## config.mk

```make
export PLATFORM = sky130hd
export DESIGN_NAME = div_unit
export DESIGN_NICKNAME = d
export VERILOG_FILES = /design/src/rtl/div_unit.sv
export SDC_FILE = /design/constraint.sdc
export NUM_CORES = 1
export LEC_CHECK = 0
export ABC_AREA = 1
export BUFFER_PORTS_ARGS = -buffer_cell sky130_fd_sc_hd__buf_2
export CORE_UTILIZATION = 41
export CTS_BUF_LIST = sky130_fd_sc_hd__clkbuf_16
export DETAILED_ROUTE_END_ITERATION = 16
export SYNTH_ARGS = -nofsm -noshare
export SYNTH_HDL_FRONTEND = slang
export SYNTH_SLANG_ARGS = --single-unit
```

## constraint.sdc

```tcl
create_clock -name clk -period 6.76 [get_ports clk]
set_input_delay 0.676 -clock clk [delete_from_list [all_inputs] [get_ports clk]]
set_output_delay 0.676 -clock clk [all_outputs]
set_load 0.005 [all_outputs]
```

## src/rtl/div_unit.sv

```systemverilog
// Multi-cycle 32-bit radix-2 restoring divider for DIV/DIVU.
// Result is {remainder, quotient}; ready_o stays high while start_i is held.
module div_unit (
  input  logic        clk,
  input  logic        resetn,
  input  logic        start_i,
  input  logic        annul_i,
  input  logic        signed_div_i,
  input  logic [31:0] opdata1_i,
  input  logic [31:0] opdata2_i,
  output logic [63:0] result_o,
  output logic        ready_o
);

  typedef enum logic [1:0] {
    S_FREE   = 2'd0,
    S_BYZERO = 2'd1,
    S_ON     = 2'd2,
    S_END    = 2'd3
  } state_e;

  state_e      state_q, state_d;
  logic [5:0]  cnt_q, cnt_d;
  logic [64:0] dividend_q, dividend_d;
  logic [31:0] divisor_q, divisor_d;
  logic        signed_q, signed_d;
  logic        op1_sign_q, op1_sign_d;
  logic        op2_sign_q, op2_sign_d;
  logic [63:0] result_q, result_d;
  logic        ready_q, ready_d;

  logic [31:0] abs1, abs2;
  logic [32:0] temp;
  logic [31:0] quot_fix, rem_fix;
  logic        iter_done;

  // Magnitudes of the raw operands; used only when a request is accepted.
  assign abs1 = (signed_div_i && opdata1_i[31]) ? (~opdata1_i + 32'd1) : opdata1_i;
  assign abs2 = (signed_div_i && opdata2_i[31]) ? (~opdata2_i + 32'd1) : opdata2_i;

  assign temp      = {1'b0, dividend_q[63:32]} - {1'b0, divisor_q};
  assign iter_done = cnt_q[5];

  // Sign fix-up uses the latched operand signs, not the live inputs.
  assign quot_fix = (signed_q && (op1_sign_q ^ op2_sign_q)) ?
                    (~dividend_q[31:0] + 32'd1) : dividend_q[31:0];
  assign rem_fix  = (signed_q && op1_sign_q) ?
                    (~dividend_q[64:33] + 32'd1) : dividend_q[64:33];

  // State register
  always_ff @(posedge clk or posedge resetn) begin
    if (resetn) begin
      state_q <= S_FREE;
    end else begin
      state_q <= state_d;
    end
  end

  // Next-state logic
  always_comb begin
    state_d = state_q;
    case (state_q)
      S_FREE: begin
        if (start_i && !annul_i) begin
          state_d = (opdata2_i == 32'd0) ? S_BYZERO : S_ON;
        end
      end
      S_BYZERO: state_d = S_END;
      S_ON: begin
        if (annul_i) begin
          state_d = S_FREE;
        end else if (iter_done) begin
          state_d = S_END;
        end
      end
      S_END: begin
        if (!start_i) begin
          state_d = S_FREE;
        end
      end
      default: state_d = S_FREE;
    endcase
  end

  // Datapath and registered-output next values
  always_comb begin
    cnt_d      = cnt_q;
    dividend_d = dividend_q;
    divisor_d  = divisor_q;
    signed_d   = signed_q;
    op1_sign_d = op1_sign_q;
    op2_sign_d = op2_sign_q;
    result_d   = result_q;
    ready_d    = ready_q;
    case (state_q)
      S_FREE: begin
        result_d = 64'd0;
        ready_d  = 1'b0;
        if (start_i && !annul_i) begin
          cnt_d      = 6'd0;
          dividend_d = {32'd0, abs1, 1'b0};
          divisor_d  = abs2;
          signed_d   = signed_div_i;
          op1_sign_d = opdata1_i[31];
          op2_sign_d = opdata2_i[31];
        end
      end
      S_BYZERO: begin
        dividend_d = 65'd0;
        result_d   = 64'd0;
        ready_d    = 1'b1;
      end
      S_ON: begin
        if (annul_i) begin
          result_d = 64'd0;
          ready_d  = 1'b0;
        end else if (!iter_done) begin
          if (temp[32]) begin
            dividend_d = {dividend_q[63:0], 1'b0};
          end else begin
            dividend_d = {temp[31:0], dividend_q[31:0], 1'b1};
          end
          cnt_d = cnt_q + 6'd1;
        end else begin
          dividend_d = {rem_fix, dividend_q[32], quot_fix};
          result_d   = {rem_fix, quot_fix};
          ready_d    = 1'b1;
        end
      end
      S_END: begin
        if (!start_i) begin
          result_d = 64'd0;
          ready_d  = 1'b0;
        end
      end
      default: begin
        result_d = 64'd0;
        ready_d  = 1'b0;
      end
    endcase
  end

  always_ff @(posedge clk or posedge resetn) begin
    if (resetn) begin
      cnt_q      <= 6'd0;
      dividend_q <= 65'd0;
      divisor_q  <= 32'd0;
      signed_q   <= 1'b0;
      op1_sign_q <= 1'b0;
      op2_sign_q <= 1'b0;
      result_q   <= 64'd0;
      ready_q    <= 1'b0;
    end else begin
      cnt_q      <= cnt_d;
      dividend_q <= dividend_d;
      divisor_q  <= divisor_d;
      signed_q   <= signed_d;
      op1_sign_q <= op1_sign_d;
      op2_sign_q <= op2_sign_d;
      result_q   <= result_d;
      ready_q    <= ready_d;
    end
  end

  assign result_o = result_q;
  assign ready_o  = ready_q;

endmodule

```

== Word-level counts from Yosys, hierarchy flattened ==
Cells that the tools add are included.
Storage, ports and cells
  word-level logic and storage cells: 75
  output and inout bits: 65
  register bits after elaboration: 173
  input bits: 69
Cells by class
  bitwise operators: 5
  muxes and demuxes: 27
  eq/ne operators: 8
  reductions and logical operators: 18
  $add $sub $neg: 6
Operators with widths (number)
  65-bit 2-to-1 mux: 4
  65-bit one-hot mux with 3 select lines: 1
  64-bit 2-to-1 mux: 3
  64-bit one-hot mux with 3 select lines: 1
  32-bit by 1-bit adder with 32-bit output, second input constant: 4
  32-bit 2-to-1 mux: 4
  32-bit NOT: 4
  32-bit by 32-bit subtractor with 33-bit output: 1
  32-bit zero test: 1
  6-bit 2-to-1 mux: 3
  6-bit one-hot mux with 2 select lines: 1
  2-bit 2-to-1 mux: 5
  3-bit AND reduction: 3
  2-bit != test, second input constant: 4
  2-bit one-hot mux with 4 select lines: 1
  4-bit AND reduction: 2
  6-bit by 1-bit adder with 6-bit output, second input constant: 1
  1-bit logical AND: 5
  2-bit equality test, second input constant: 2
  1-bit one-hot mux with 4 select lines: 1
  2-bit AND reduction: 2
  1-bit 2-to-1 mux: 3
  3-bit != test, second input constant: 1
  3-bit nonzero test: 1
  6 further kinds: 6

== Depth between registers and ports, before layout ==
Gate-level depths: netlist of the first run.
  word-level depth: 6
  depth in mapped cells: 17
  depth with buffers taken out: 17

== Worst setup path after synthesis of the first run ==
OpenSTA, ideal clock, no wires.
  path kind: reg2reg
  from: register dividend_q[32]
  to: register dividend_q[49]
  clock period less this slack: 2.180 ns
  arrival time: 2.062 ns
  setup time: 0.117 ns
  data required time: 6.643 ns
  path buffers: 1
  stages on the path, launching flop included: 17
  slack: 4.580 ns
  path through: dfrtp_1 -> inv_1 -> ha_1 -> fa_1 -> inv_1 -> nand3_2 -> nand2_2 -> nand2_2 -> nand2_4 -> nand2_2 -> nand2_4 -> nand2_4 -> a21oi_4 -> buf_6 -> nand2_1 -> nand3_1 -> nand2_1
On the way
  longest elaborated chain between the ends: 5
RTL lines
  start, declared: RTL line 24  | logic [64:0] dividend_q, dividend_d;
  start signal, assigned: RTL line 155  | dividend_q <= dividend_d;
  32-bit by 32-bit subtractor with 33-bit output: RTL line 41  | assign temp = {1'b0, dividend_q[63:32]} - {1'b0, divisor_q};
  65-bit 2-to-1 mux: RTL line 118  | if (temp[32]) begin
  65-bit 2-to-1 mux: RTL line 117  | end else if (!iter_done) begin
  65-bit 2-to-1 mux: RTL line 114  | if (annul_i) begin
  65-bit one-hot mux with 3 select lines: RTL line 95  | case (state_q)
No other way between the ends. The select of a mux whose other input is x is not followed.
A chain may end at the register's enable or synchronous reset.

== Worst setup path in the final report of the first run ==
  from: register state_q[0]
  to: register dividend_q[43]
On the way
  longest elaborated chain between the ends: 3
  elaborated cells between the ends (all ways): 8
  those cells by class: 4 x eq/ne; 1 x mux; 3 x reduce/logical
RTL lines
  start, declared: RTL line 22  | state_e state_q, state_d;
  start signal, assigned: RTL line 55  | state_q <= state_d;
  2-bit equality test, or another cell as far along: RTL line 95
  2-bit != test (no source line) or 3-bit nonzero test (tied branches)
  3-bit AND reduction (no source line)
Several ways; a longest one is shown, not always the timed one.

==> flow_summary_export.csv, run 1 <==
group,metric,value,unit
synth,synth_top_family_by_area,"simple AND/OR/NAND/NOR gates",
layout,syn2layout_area_growth,11.4,%
synth,synth_compound_area_frac,0.127,
sta,finalClockSkew,0.0158,ns
detailed_routing,drt_iter0_drc,1282,
global_routing,grt_pass1_vias,14000,
cts,path_clk_slew,0.07,ns
synth,yosys_warnings,0,
worst_setup_path,crit_arrival,3.51,ns
synth,synth_edf_count,0,
cts,cts-resized-gates,0,
floorplanning,die_h,188,um
synth,synth_flop_cell,"dfrtp_1",
sta,fin_tns_setup,0,ns
floorplanning,rows,67,
layout,final_area,15900,sq um
cts,cts_sinks,173,
synth,synth-simple-area-share,0.382,
global_routing,grt_antenna_before_repair,0,
layout,final_util,0.469,
floorplanning,die_x,188,um
synth,synth.mux.area_fraction,0,
global_routing,grt.overflow.total,0,
cts,post_cts_buffers,0,
floorplanning,io_pins,134,
detailed_routing,vias,15000,
cts,cts_root_buf,"clkbuf_16",
worst_setup_path,cp.required,7.14,ns
worst_setup_path,critical_path.max_fanout,26,
cts,h-tree-depth,4,
worst_setup_path,cp_cell_sequence,"inv_1 -> ha_1 -> nand2_1 -> buf_4 -> inv_1 -> nand2_2 -> inv_2 -> o21ai_0 -> nand3b_1 -> nand2_1",
synth,ys_seq_area_frac,0.304,
detailed_routing,routed_via_density,5.28,
detailed_routing,wl_per_cell,16.9,um
synth,yosysMostFrequentCell,"nand2_1",
cts,cts_tree,"done",
placement,io_buffers,133,
worst_hold_path,holdCritPathClass,"input pin to async pin",
synth,yosys.area_share.adder,0.0392,
placement,numPlacedInstances,2814,
worst_setup_path,endpoint_kind,"flop",
synth,ys_async_sr_fraction,1.00,
worst_setup_path,r2r-start,"state_q[0]$_DFFE_PP0P_",
worst_setup_path,crit_buf_inv,4,
placement,post_dp_cell_area,15200,sq um
cts,clock_latency,0.46,ns
layout,finalNonFillerCells,2845,
sta,worst_slew_pin_slew,1.21,ns
detailed_routing,drc_errors,0,
layout,layout-drive-gt1-share,0.0968,
global_routing,grt_use_total,0.272,
cts,cts.path.max_buffers,2,
worst_setup_path,crit_type,"flop to flop",
sta,setup_violations,0,
worst_setup_path,path_delay_family,"buffers and inverters",
sta,finalWorstPathRequiredPeriod,3.12,ns
sta,rsz0062_at_grt,"false",
layout,diodes,0,
floorplanning,fp.dieArea,35500,sq um
cts,hold_buffers,0,
synth,synth.avg_cell_area,6.22,sq um
synth,yosys.area_share.xor_xnor,0.0393,
power_and_ir_drop,peakVddDrop,0.000367,V
layout,layout.nets,2498,
synth,synthTopCellsByArea,"dfrtp_1, nand2_1, inv_1, nand3_1, nor2_1",
worst_setup_path,cp_slowest_cell,"ha_1",
synth,synth_top_area_share,0.304,
detailed_routing,firstDrtPassIters,6,
power_and_ir_drop,power.leakage,8.84,nW
synth,syn_area,14300,sq um
worst_setup_path,critPathMaxStageDelay,0.61,ns
placement,gp_congestion,0.986,
detailed_routing,finalWirelength,48.1,mm
floorplanning,coreArea,33900,sq um
synth,synth_cells,2293,
detailed_routing,postRouteAntennaNets,0,
placement,place_hpwl,37.3,mm
global_routing,grt_start_max_net_pins,109,
floorplanning,initial_core_util,0.421,
sta,period_share,0.462,
sta,slew_violations,0,
worst_setup_path,cp.depth,10,
worst_setup_path,ff2ff_path_depth,10,
worst_setup_path,setup.worst_path.start,"state_q[0]$_DFFE_PP0P_",
sta,hold_violations,0,
synth,synth_cell_types,48,
synth,yosys_register_bits,173,
cts,cts_buffers,17,
synth,synth_commonest_cells,"nand2_1, inv_1, nor2_1",
sta,maxSlewHeadroom,0.193,
power_and_ir_drop,power.density,477,nW/um^2
worst_setup_path,worst_setup_path_start_kind,"flop",
global_routing,grt_pass1_wl,75.9,mm
outcome,status,"completed",
synth,yosysTopAreaCell,"dfrtp_1",
synth,syn_nets,2406,
sta,max_freq,0.320,GHz
run,max_cap_violations,0,
==> sequential cells by signal, indices dropped and copies added (netlist names) <==
name,cells
signed_q,1
op2_sign_q,1
cnt_q,6
divisor_q,32
ready_o,1
op1_sign_q,1
dividend_q,65
result_o,64
state_q,2
==> area by class of cell <==
| cell class | count | area, sq um |
|---|---|---|
| well taps | 448 | 561 |
| flip-flops and latches | 173 | 4330 |
| repair buffers | 143 | 741 |
| inverters | 327 | 1230 |
| multi-input cells | 1723 | 8380 |
| clock inverters | 14 | 215 |
| clock buffers | 17 | 425 |
| fillers | 3633 | 18000 |
==> report_power, final <==
part / switching (mW) / total (mW) / internal [mW]
Combinational: 3.32 / 4.77 / 1.45
Clock: 0.456 / 1.11 / 0.657
Sequential: 0.308 / 1.69 / 1.38
Total: 4.08 / 7.57 / 3.49
==> cells in the final DEF, fill, tap and decap left out, types with 18 or more instances in the layout <==
cell type / n
inv_1: 311
nand2_1: 779
ha_1: 43
nor2_1: 235
xor2_1: 47
a21oi_1: 98
dfrtp_1: 172
nand3_1: 177
o21ai_1: 18
nand4_1: 25
a21o_1: 19
buf_2: 133
o21ai_0: 128
==> logic make-up (layout without fill, tap and decap cells) <==
| kind of cell | count (synthesis) | in the layout |
|---|---|---|
| xor gates and xnor gates | 64 | 64 |
| and+or+nand+nor | 1296 | 1296 |
| adders and majority gates | 44 | 44 |
| buffers and inverters | 397 | 501 |
| AOI/OAI and AO/OA | 319 | 319 |
| DFF | 173 | 173 |
==> worst paths after layout <==
path / to / slack, ns
worst max-delay path: dividend_q[43]$_DFFE_PP0P_ / 3.64
worst min-delay path: result_o[8]$_DFFE_PP0P_ / 0.45
worst max register to register: dividend_q[43]$_DFFE_PP0P_ / 3.64
worst min register to register: result_o[22]$_DFFE_PP0P_ / 0.47
max in group asynchronous: cnt_q[5]$_DFFE_PP0P_ / 4.81
min in group clk: result_o[22]$_DFFE_PP0P_ / 0.47
==> stage by stage <==
stage	worst slack [ns]	total power [mW]	hold WS, ns
after floorplan	1.40	5.03	0.449
after detailed placement	3.63	6.40	0.460
after global routing	3.37	8.26	0.488
after CTS	3.60	7.53	0.476
after global placement	3.63	6.36	0.457
final	3.64	7.57	0.450
==> metal layers <==
metal  part of all wire  global-route usage  wire length (um)  vias to the layer above
li1                   -                   -                 -                     7435
met1               0.48               0.397             23300                     7034
met2               0.43               0.411             20600                      487
met3              0.064              0.0462              3070                       65
met4              0.024              0.0772              1140                        0
met5                  0                   0                 0                        -
Note: power is estimated with default switching activity, not from simulation.
==> run 2: changes to the inputs <==
--- a/config.mk
+++ b/config.mk
@@ -5,7 +5,7 @@
 export SDC_FILE = /design/constraint.sdc
 export NUM_CORES = 1
 export LEC_CHECK = 0
-export ABC_AREA = 1
+export ABC_AREA = 0
 export BUFFER_PORTS_ARGS = -buffer_cell sky130_fd_sc_hd__buf_2
 export CORE_UTILIZATION = 41
 export CTS_BUF_LIST = sky130_fd_sc_hd__clkbuf_16
==> constraint.sdc (replaced) <==
create_clock -name clk -period 2.5 [get_ports clk]
set_input_delay 0.25 -clock clk [delete_from_list [all_inputs] [get_ports clk]]
set_output_delay 0.25 -clock clk [all_outputs]
set_load 0.005 [all_outputs]
==> run 2 against run 1 <==
  * The flow now finishes with violations (setup timing)
  * Sequential power up 130%
  * Register-to-register slack got worse by 4.1 ns
  * Routed wire length fell by 17%
  * Combinational power grew 120%
  * Via count fell by 16%
  * Total power up 120%
  * Design area up 11%
  * Worst hold slack lost 0.34 ns
  * Non-clock buffer count up 316
  * Die area fell by 14%
  * Global-route usage shrank 1.2 points
  * Maximum frequency up 3.8%
  * Largest power group unchanged
==> flow_summary_export.csv, run 2 <==
group,metric,value,unit
layout,layout-drive-gt1-share,0.356,
layout,seq_area,4350,sq um
layout,fill_cells,2596,
synth,syn_area,12300,sq um
detailed_routing,highest-signal-layer,"met4",
sta,fin_ws,-0.508,ns
cts,cts_root_buf,"clkbuf_16",
power_and_ir_drop,combPwrFrac,0.615,
global_routing,grt_pass1_wl,63.1,mm
layout,final_util,0.603,
worst_setup_path,reg2reg_to,"dividend_q[30]$_DFFE_PP0P_",
worst_setup_path,cp.required,2.83,ns
worst_setup_path,crit_arrival,3.33,ns
worst_setup_path,cp_cell_sequence,"inv_2 -> ha_4 -> or4b_4 -> nor4_4 -> buf_4 -> nand2_4 -> or4_4 -> or4_1 -> a21oi_1 -> a211oi_1 -> a221o_1",
worst_setup_path,r2r_slack,-0.51,ns
worst_setup_path,cp.depth,11,
global_routing,grt.overflow.total,0,
sta,maxSlewHeadroom,0.480,
outcome,violations,"setup timing",
power_and_ir_drop,clkPwrFrac,0.157,
floorplanning,initial_core_util,0.422,
sta,hold_violations,0,
worst_setup_path,r2r-start,"dividend_q[1]$_DFFE_PP0P_",
worst_setup_path,cp-endpoint,"dividend_q[30]$_DFFE_PP0P_",
floorplanning,fp.dieArea,30600,sq um
detailed_routing,firstDrtPassIters,5,
layout,diodes,0,
synth,yosysMostFrequentCell,"nand2_1",
cts,cts_sinks,173,
power_and_ir_drop,p_sw,7.49,mW
global_routing,grt_start_max_net_pins,75,
power_and_ir_drop,switching_share,0.441,
layout,layout.nets,2024,
detailed_routing,met3_length,1.83,mm
worst_setup_path,endpoint_kind,"flop",
layout,syn2layout_area_growth,43.2,%
power_and_ir_drop,p_int,9.48,mW
sta,worst_slew_pin_slew,0.779,ns
layout,regMostFlops,"dividend_q",
worst_setup_path,critPathMaxStageDelay,0.47,ns
detailed_routing,met1Wirelength,18.8,mm
power_and_ir_drop,p_seq_frac,0.228,
cts,cts.path.max_buffers,2,
detailed_routing,drt_iter0_drc,902,
detailed_routing,finalWirelength,39.9,mm
synth,syn_nets,1644,
placement,place_hpwl,29.2,mm
layout,final_cell_mix,"buf_4, nand2_1, dfrtp_1",
worst_hold_path,holdCritPathClass,"input pin to flop",
global_routing,grt_use_total,0.260,
layout,multiInputGateArea,8550,sq um
floorplanning,rows,62,
power_and_ir_drop,power.density,967,nW/um^2
floorplanning,die_h,175,um
power_and_ir_drop,power.leakage,8.09,nW
sta,finalWorstPathRequiredPeriod,3.01,ns
cts,path_clk_slew,0.07,ns
cts,cts_buffers,17,
worst_hold_path,hold_start,"opdata2_i[14]",
synth,ys_seq_area_frac,0.353,
worst_setup_path,path_delay_family,"simple AND/OR/NAND/NOR gates",
synth,synth_cell_types,66,
sta,setup_violations,39,
synth,yosysTopAreaCell,"dfrtp_1",
detailed_routing,wl_per_cell,17.3,um
synth,yosys_warnings,0,
sta,max_freq,0.332,GHz
worst_setup_path,crit_buf_inv,2,
placement,io_buffers,133,
cts,clock_latency,0.45,ns
sta,finalClockSkew,0.00993,ns
synth,synthTopCellsByArea,"dfrtp_1, o21ai_0, nand2_1, xor2_1, a21oi_1",
detailed_routing,vias,12600,
synth,yosys_register_bits,173,
synth,synth_top_area_share,0.353,
detailed_routing,drc_errors,0,
synth,ys_async_sr_fraction,1.00,
global_routing,grt_antenna_before_repair,0,
global_routing,grt_pass1_vias,12000,
detailed_routing,postRouteAntennaNets,0,
sta,slew_violations,0,
cts,h-tree-depth,4,
worst_setup_path,worst_setup_path_start_kind,"flop",
floorplanning,io_pins,134,
synth,synth_commonest_cells,"nand2_1, o21ai_0, dfrtp_1",
power_and_ir_drop,total_power,17.0,mW
sta,period_share,1.20,
worst_setup_path,cp_slowest_cell,"or4b_4",
detailed_routing,routed_via_density,5.45,
floorplanning,coreArea,29100,sq um
detailed_routing,route.met2.wl,18.4,mm
worst_setup_path,critical_path.max_fanout,2,
synth,synth_flop_cell,"dfrtp_1",
floorplanning,die_x,175,um
sta,rsz0062_at_grt,"true",
worst_setup_path,setup.worst_path.start,"dividend_q[1]$_DFFE_PP0P_",
placement,gp_congestion,0.908,
run,max_cap_violations,0,
synth,synth_edf_count,0,
layout,largest_reg_flops,65,
cts,cts_tree,"done",
power_and_ir_drop,peakVddDrop,0.000650,V
layout,final_common_cell,"buf_4",
synth,synth.avg_cell_area,8.01,sq um
synth,synth_cells,1531,
worst_setup_path,ff2ff_path_depth,11,
outcome,status,"finished with violations",
worst_setup_path,crit_type,"flop to flop",
[run 2: layout make-up]
cell class | count | area share
repair buffers | 459 | 0.192
clock buffers | 17 | 0.0242
inverters | 58 | 0.0128
well taps | 384 | 0.0274
flip-flops and latches | 173 | 0.248
multi-input cells | 1202 | 0.487
clock inverters | 15 | 0.00848
[run 2: how the worst min path moves through the flow]
stage	end	slack [ns]	cells past startpoint
global placement	divisor_q[1]$_DFFE_PP0P_	0.26	2
CTS	op2_sign_q$_DFFE_PP0P_	0.10	2
global route	divisor_q[5]$_DFFE_PP0P_	0.12	3
floorplan	divisor_q[31]$_DFFE_PP0P_	0.40	2
finish	divisor_q[14]$_DFFE_PP0P_	0.11	3
detailed placement	divisor_q[1]$_DFFE_PP0P_	0.27	2
[run 2: through the flow]
stage	hold slack (ns)	TNS, ns	instances	worst slack, ns	area, sq um
after CTS	0.101	-5.73	2276	-0.454	16600
after global routing	0.121	-9.71	2308	-0.618	17600
after global placement	0.261	-6.01	2217	-0.441	15400
final	0.113	-5.02	2308	-0.508	17600
after detailed placement	0.268	-7.61	2217	-0.484	15400
after floorplan	0.397	-0.634	1531	-0.412	12500
[run 2: tightest hold or removal path, stage by stage]
cell	delay, ns
buf_2	0.09
xnor2_1	0.11
o21ai_0	0.06
[run 2: kinds of logic (layout without fill, tap and decap cells)]
group / Yosys count / count (layout) / share of synthesized area
muxes: 9 / 9 / 0.00765
DFF: 173 / 173 / 0.353
xor gates and xnor gates: 145 / 145 / 0.104
buffers and inverters: 156 / 549 / 0.0484
adders and majority gates: 44 / 44 / 0.0455
and+or+nand+nor: 490 / 490 / 0.184
AOI/OAI and AO/OA: 514 / 514 / 0.258
[run 2: routing by layer]
layer | GRT usage | vias up
met4 | 0.0830 | 0
li1 | - | 6218
met5 | 0 | -
met2 | 0.414 | 368
met3 | 0.0350 | 43
met1 | 0.363 | 5941
[run 2: timing repair]
| action | 4_1_cts | 5_1_grt |
|---|---|---|
| pin swaps | 70 | 85 |
| endpoints found under the hold margin | 9 | 0 |
| endpoints found under the setup margin | 60 | 78 |
| gates resized for setup | 114 | 174 |
| buffers inserted | 26 | 40 |
| hold buffers | 1 | 0 |
| cloned | 1 | 1 |
[run 2: power groups by stage]
stage	logic (mW)	clock network [mW]	registers, mW
after global routing	11.4	2.81	3.95
final	10.4	2.67	3.87
after floorplan	5.23	0	3.80
after detailed placement	8.78	0	3.87
after CTS	9.36	2.70	3.84
after global placement	8.66	0	3.84
==> run 3: changes to the inputs <==
--- a/config.mk
+++ b/config.mk
@@ -10,6 +10,7 @@
 export CORE_UTILIZATION = 41
 export CTS_BUF_LIST = sky130_fd_sc_hd__clkbuf_16
 export DETAILED_ROUTE_END_ITERATION = 16
+export SETUP_SLACK_MARGIN = 0.15
 export SYNTH_ARGS = -nofsm -noshare
 export SYNTH_HDL_FRONTEND = slang
 export SYNTH_SLANG_ARGS = --single-unit
==> run 3 against run 2 <==
  * Design area is 1.4% higher
  * Largest power group unchanged
  * Via count is 1.8% higher
  * Critical path type unchanged
  * The run still ends with setup timing left
  * Sequential power hardly changed
==> flow_summary_export.csv, run 3 (synthesis results as in run 2) <==
group,metric,value,unit
layout,regMostFlops,"dividend_q",
power_and_ir_drop,peakVddDrop,0.000643,V
cts,cts_root_buf,"clkbuf_16",
cts,path_clk_slew,0.07,ns
worst_setup_path,reg2reg_to,"dividend_q[30]$_DFFE_PP0P_",
global_routing,grt_use_total,0.260,
floorplanning,fp.dieArea,30600,sq um
layout,syn2layout_area_growth,45.1,%
floorplanning,io_pins,134,
cts,cts.path.max_buffers,2,
detailed_routing,routed_via_density,5.56,
worst_setup_path,setup.worst_path.start,"dividend_q[1]$_DFFE_PP0P_",
worst_hold_path,hold_start,"opdata2_i[18]",
layout,seq_area,4340,sq um
global_routing,grt_pass1_wl,63.4,mm
power_and_ir_drop,power.leakage,8.13,nW
cts,cts_tree,"done",
detailed_routing,postRouteAntennaNets,0,
worst_setup_path,r2r_slack,-0.50,ns
worst_setup_path,cp.required,2.83,ns
layout,largest_reg_flops,65,
placement,io_buffers,133,
worst_hold_path,hold_path_end,"divisor_q[18]$_DFFE_PP0P_",
floorplanning,initial_core_util,0.422,
cts,h-tree-depth,4,
worst_setup_path,worst_setup_path_start_kind,"flop",
layout,finalNonFillerCells,2300,
detailed_routing,firstDrtPassIters,6,
placement,place_hpwl,28.5,mm
sta,hold_violations,0,
cts,cts_sinks,173,
floorplanning,coreArea,29100,sq um
sta,slew_violations,0,
global_routing,grt_pass1_vias,12100,
worst_setup_path,endpoint_kind,"flop",
placement,numPlacedInstances,2195,
worst_setup_path,crit_type,"flop to flop",
layout,fill_cells,2507,
sta,period_share,1.20,
sta,fin_ws,-0.501,ns
placement,post_dp_cell_area,15300,sq um
sta,max_freq,0.333,GHz
sta,worst_slew_pin_slew,0.625,ns
layout,final_common_cell,"buf_4",
cts,clock_latency,0.44,ns
worst_setup_path,critical_path.max_fanout,2,
floorplanning,die_x,175,um
layout,layout.nets,2015,
outcome,status,"finished with violations",
sta,fin_tns_setup,-8.51,ns
cts,cts_buffers,17,
global_routing,grt.overflow.total,0,
worst_setup_path,r2r-start,"dividend_q[1]$_DFFE_PP0P_",
sta,maxSlewHeadroom,0.583,
sta,finalClockSkew,0.00991,ns
detailed_routing,finalWirelength,40.4,mm
power_and_ir_drop,total_power,17.1,mW
detailed_routing,drc_errors,0,
worst_setup_path,ff2ff_path_depth,11,
global_routing,grt_antenna_before_repair,0,
sta,rsz0062_at_grt,"true",
power_and_ir_drop,power.density,959,nW/um^2
layout,multiInputGateArea,8690,sq um
detailed_routing,vias,12800,
layout,final_area,17800,sq um
worst_hold_path,holdCritPathClass,"input pin to flop",
detailed_routing,wl_per_cell,17.6,um
layout,final_cell_mix,"buf_4, nand2_1, dfrtp_1",
sta,setup_violations,43,
detailed_routing,drt_iter0_drc,801,
global_routing,grt_start_max_net_pins,65,
outcome,violations,"setup timing",
floorplanning,die_h,175,um
run,max_cap_violations,0,
worst_hold_path,holdPathStages,3,
placement,gp_congestion,0.921,
floorplanning,rows,62,
worst_setup_path,crit_arrival,3.33,ns
sta,finalWorstPathRequiredPeriod,3.00,ns
layout,layout-drive-gt1-share,0.358,
==> run 3: changes by cell type in the layout (fill, tap and decap cells not counted), sizes merged <==
cell / previous run / this run
diode: 0 / 1
clkbuf: 17 / 18
clkinvlp: 6 / 4
inv: 59 / 61
bufinv: 2 / 1
buf: 458 / 448
clkinv: 6 / 7
==> run 3: worst max-delay path by stage <==
stage / to / slack, ns / cells after the start
floorplan: dividend_q[30]$_DFFE_PP0P_ / -0.41 / 10
global placement: dividend_q[30]$_DFFE_PP0P_ / -0.45 / 11
detailed placement: dividend_q[30]$_DFFE_PP0P_ / -0.47 / 11
CTS: dividend_q[30]$_DFFE_PP0P_ / -0.45 / 11
global route: dividend_q[30]$_DFFE_PP0P_ / -0.59 / 11
finish: dividend_q[30]$_DFFE_PP0P_ / -0.50 / 11
==> run 3: worst max-delay path, cell delays in order (launching register included) <==
cell and delay [ns]:
dfrtp_1 0.40, inv_2 0.08, ha_4 0.13, or4b_4 0.48
nor4_4 0.14, buf_4 0.17, nand2_4 0.05, or4_4 0.44
or4_4 0.50, a21oi_2 0.16, a211oi_1 0.07, a221o_1 0.27
==> run 3: routing by layer <==
| metal | global-route usage | routed length, um | up-vias |
|---|---|---|---|
| li1 | - | - | 6194 |
| met5 | 0 | 0 | - |
| met1 | 0.353 | 18300 | 6136 |
| met4 | 0.0844 | 952 | 0 |
| met3 | 0.0344 | 1950 | 66 |
| met2 | 0.426 | 19200 | 403 |
==> run 3: stage by stage <==
step            util  hold WS [ns]  worst slack [ns]
4_1_cts        0.576        0.0899            -0.445
3_5_place_dp   0.526         0.357            -0.467
5_1_grt        0.612        0.0965            -0.586
2_1_floorplan      -         0.397            -0.412
3_3_place_gp   0.526         0.357            -0.449
6_report       0.612         0.105            -0.501
==> run 3: repair_timing <==
| action | CTS | global route |
|---|---|---|
| endpoints found under the hold margin | 21 | 0 |
| hold buffers | 1 | 0 |
| buffers inserted | 27 | 36 |
| gates resized for setup | 118 | 169 |
| endpoints found under the setup margin | 73 | 87 |
| pin swaps | 68 | 81 |
| gates cloned | 7 | 1 |
==> run 3: layout make-up <==
class | count | area share
multi-input cells | 1202 | 0.488
well taps | 384 | 0.0270
diodes | 1 | 0.000141
clock inverters | 15 | 0.00689
clock buffers | 17 | 0.0239
flip-flops and latches | 173 | 0.244
repair buffers | 450 | 0.197
inverters | 58 | 0.0124
==> run 3: where the power goes <==
group / internal (mW) / total [mW] / switching, mW
combinational: 4.74 / 10.6 / 5.87
clock: 1.37 / 2.58 / 1.21
sequential: 3.37 / 3.88 / 0.507
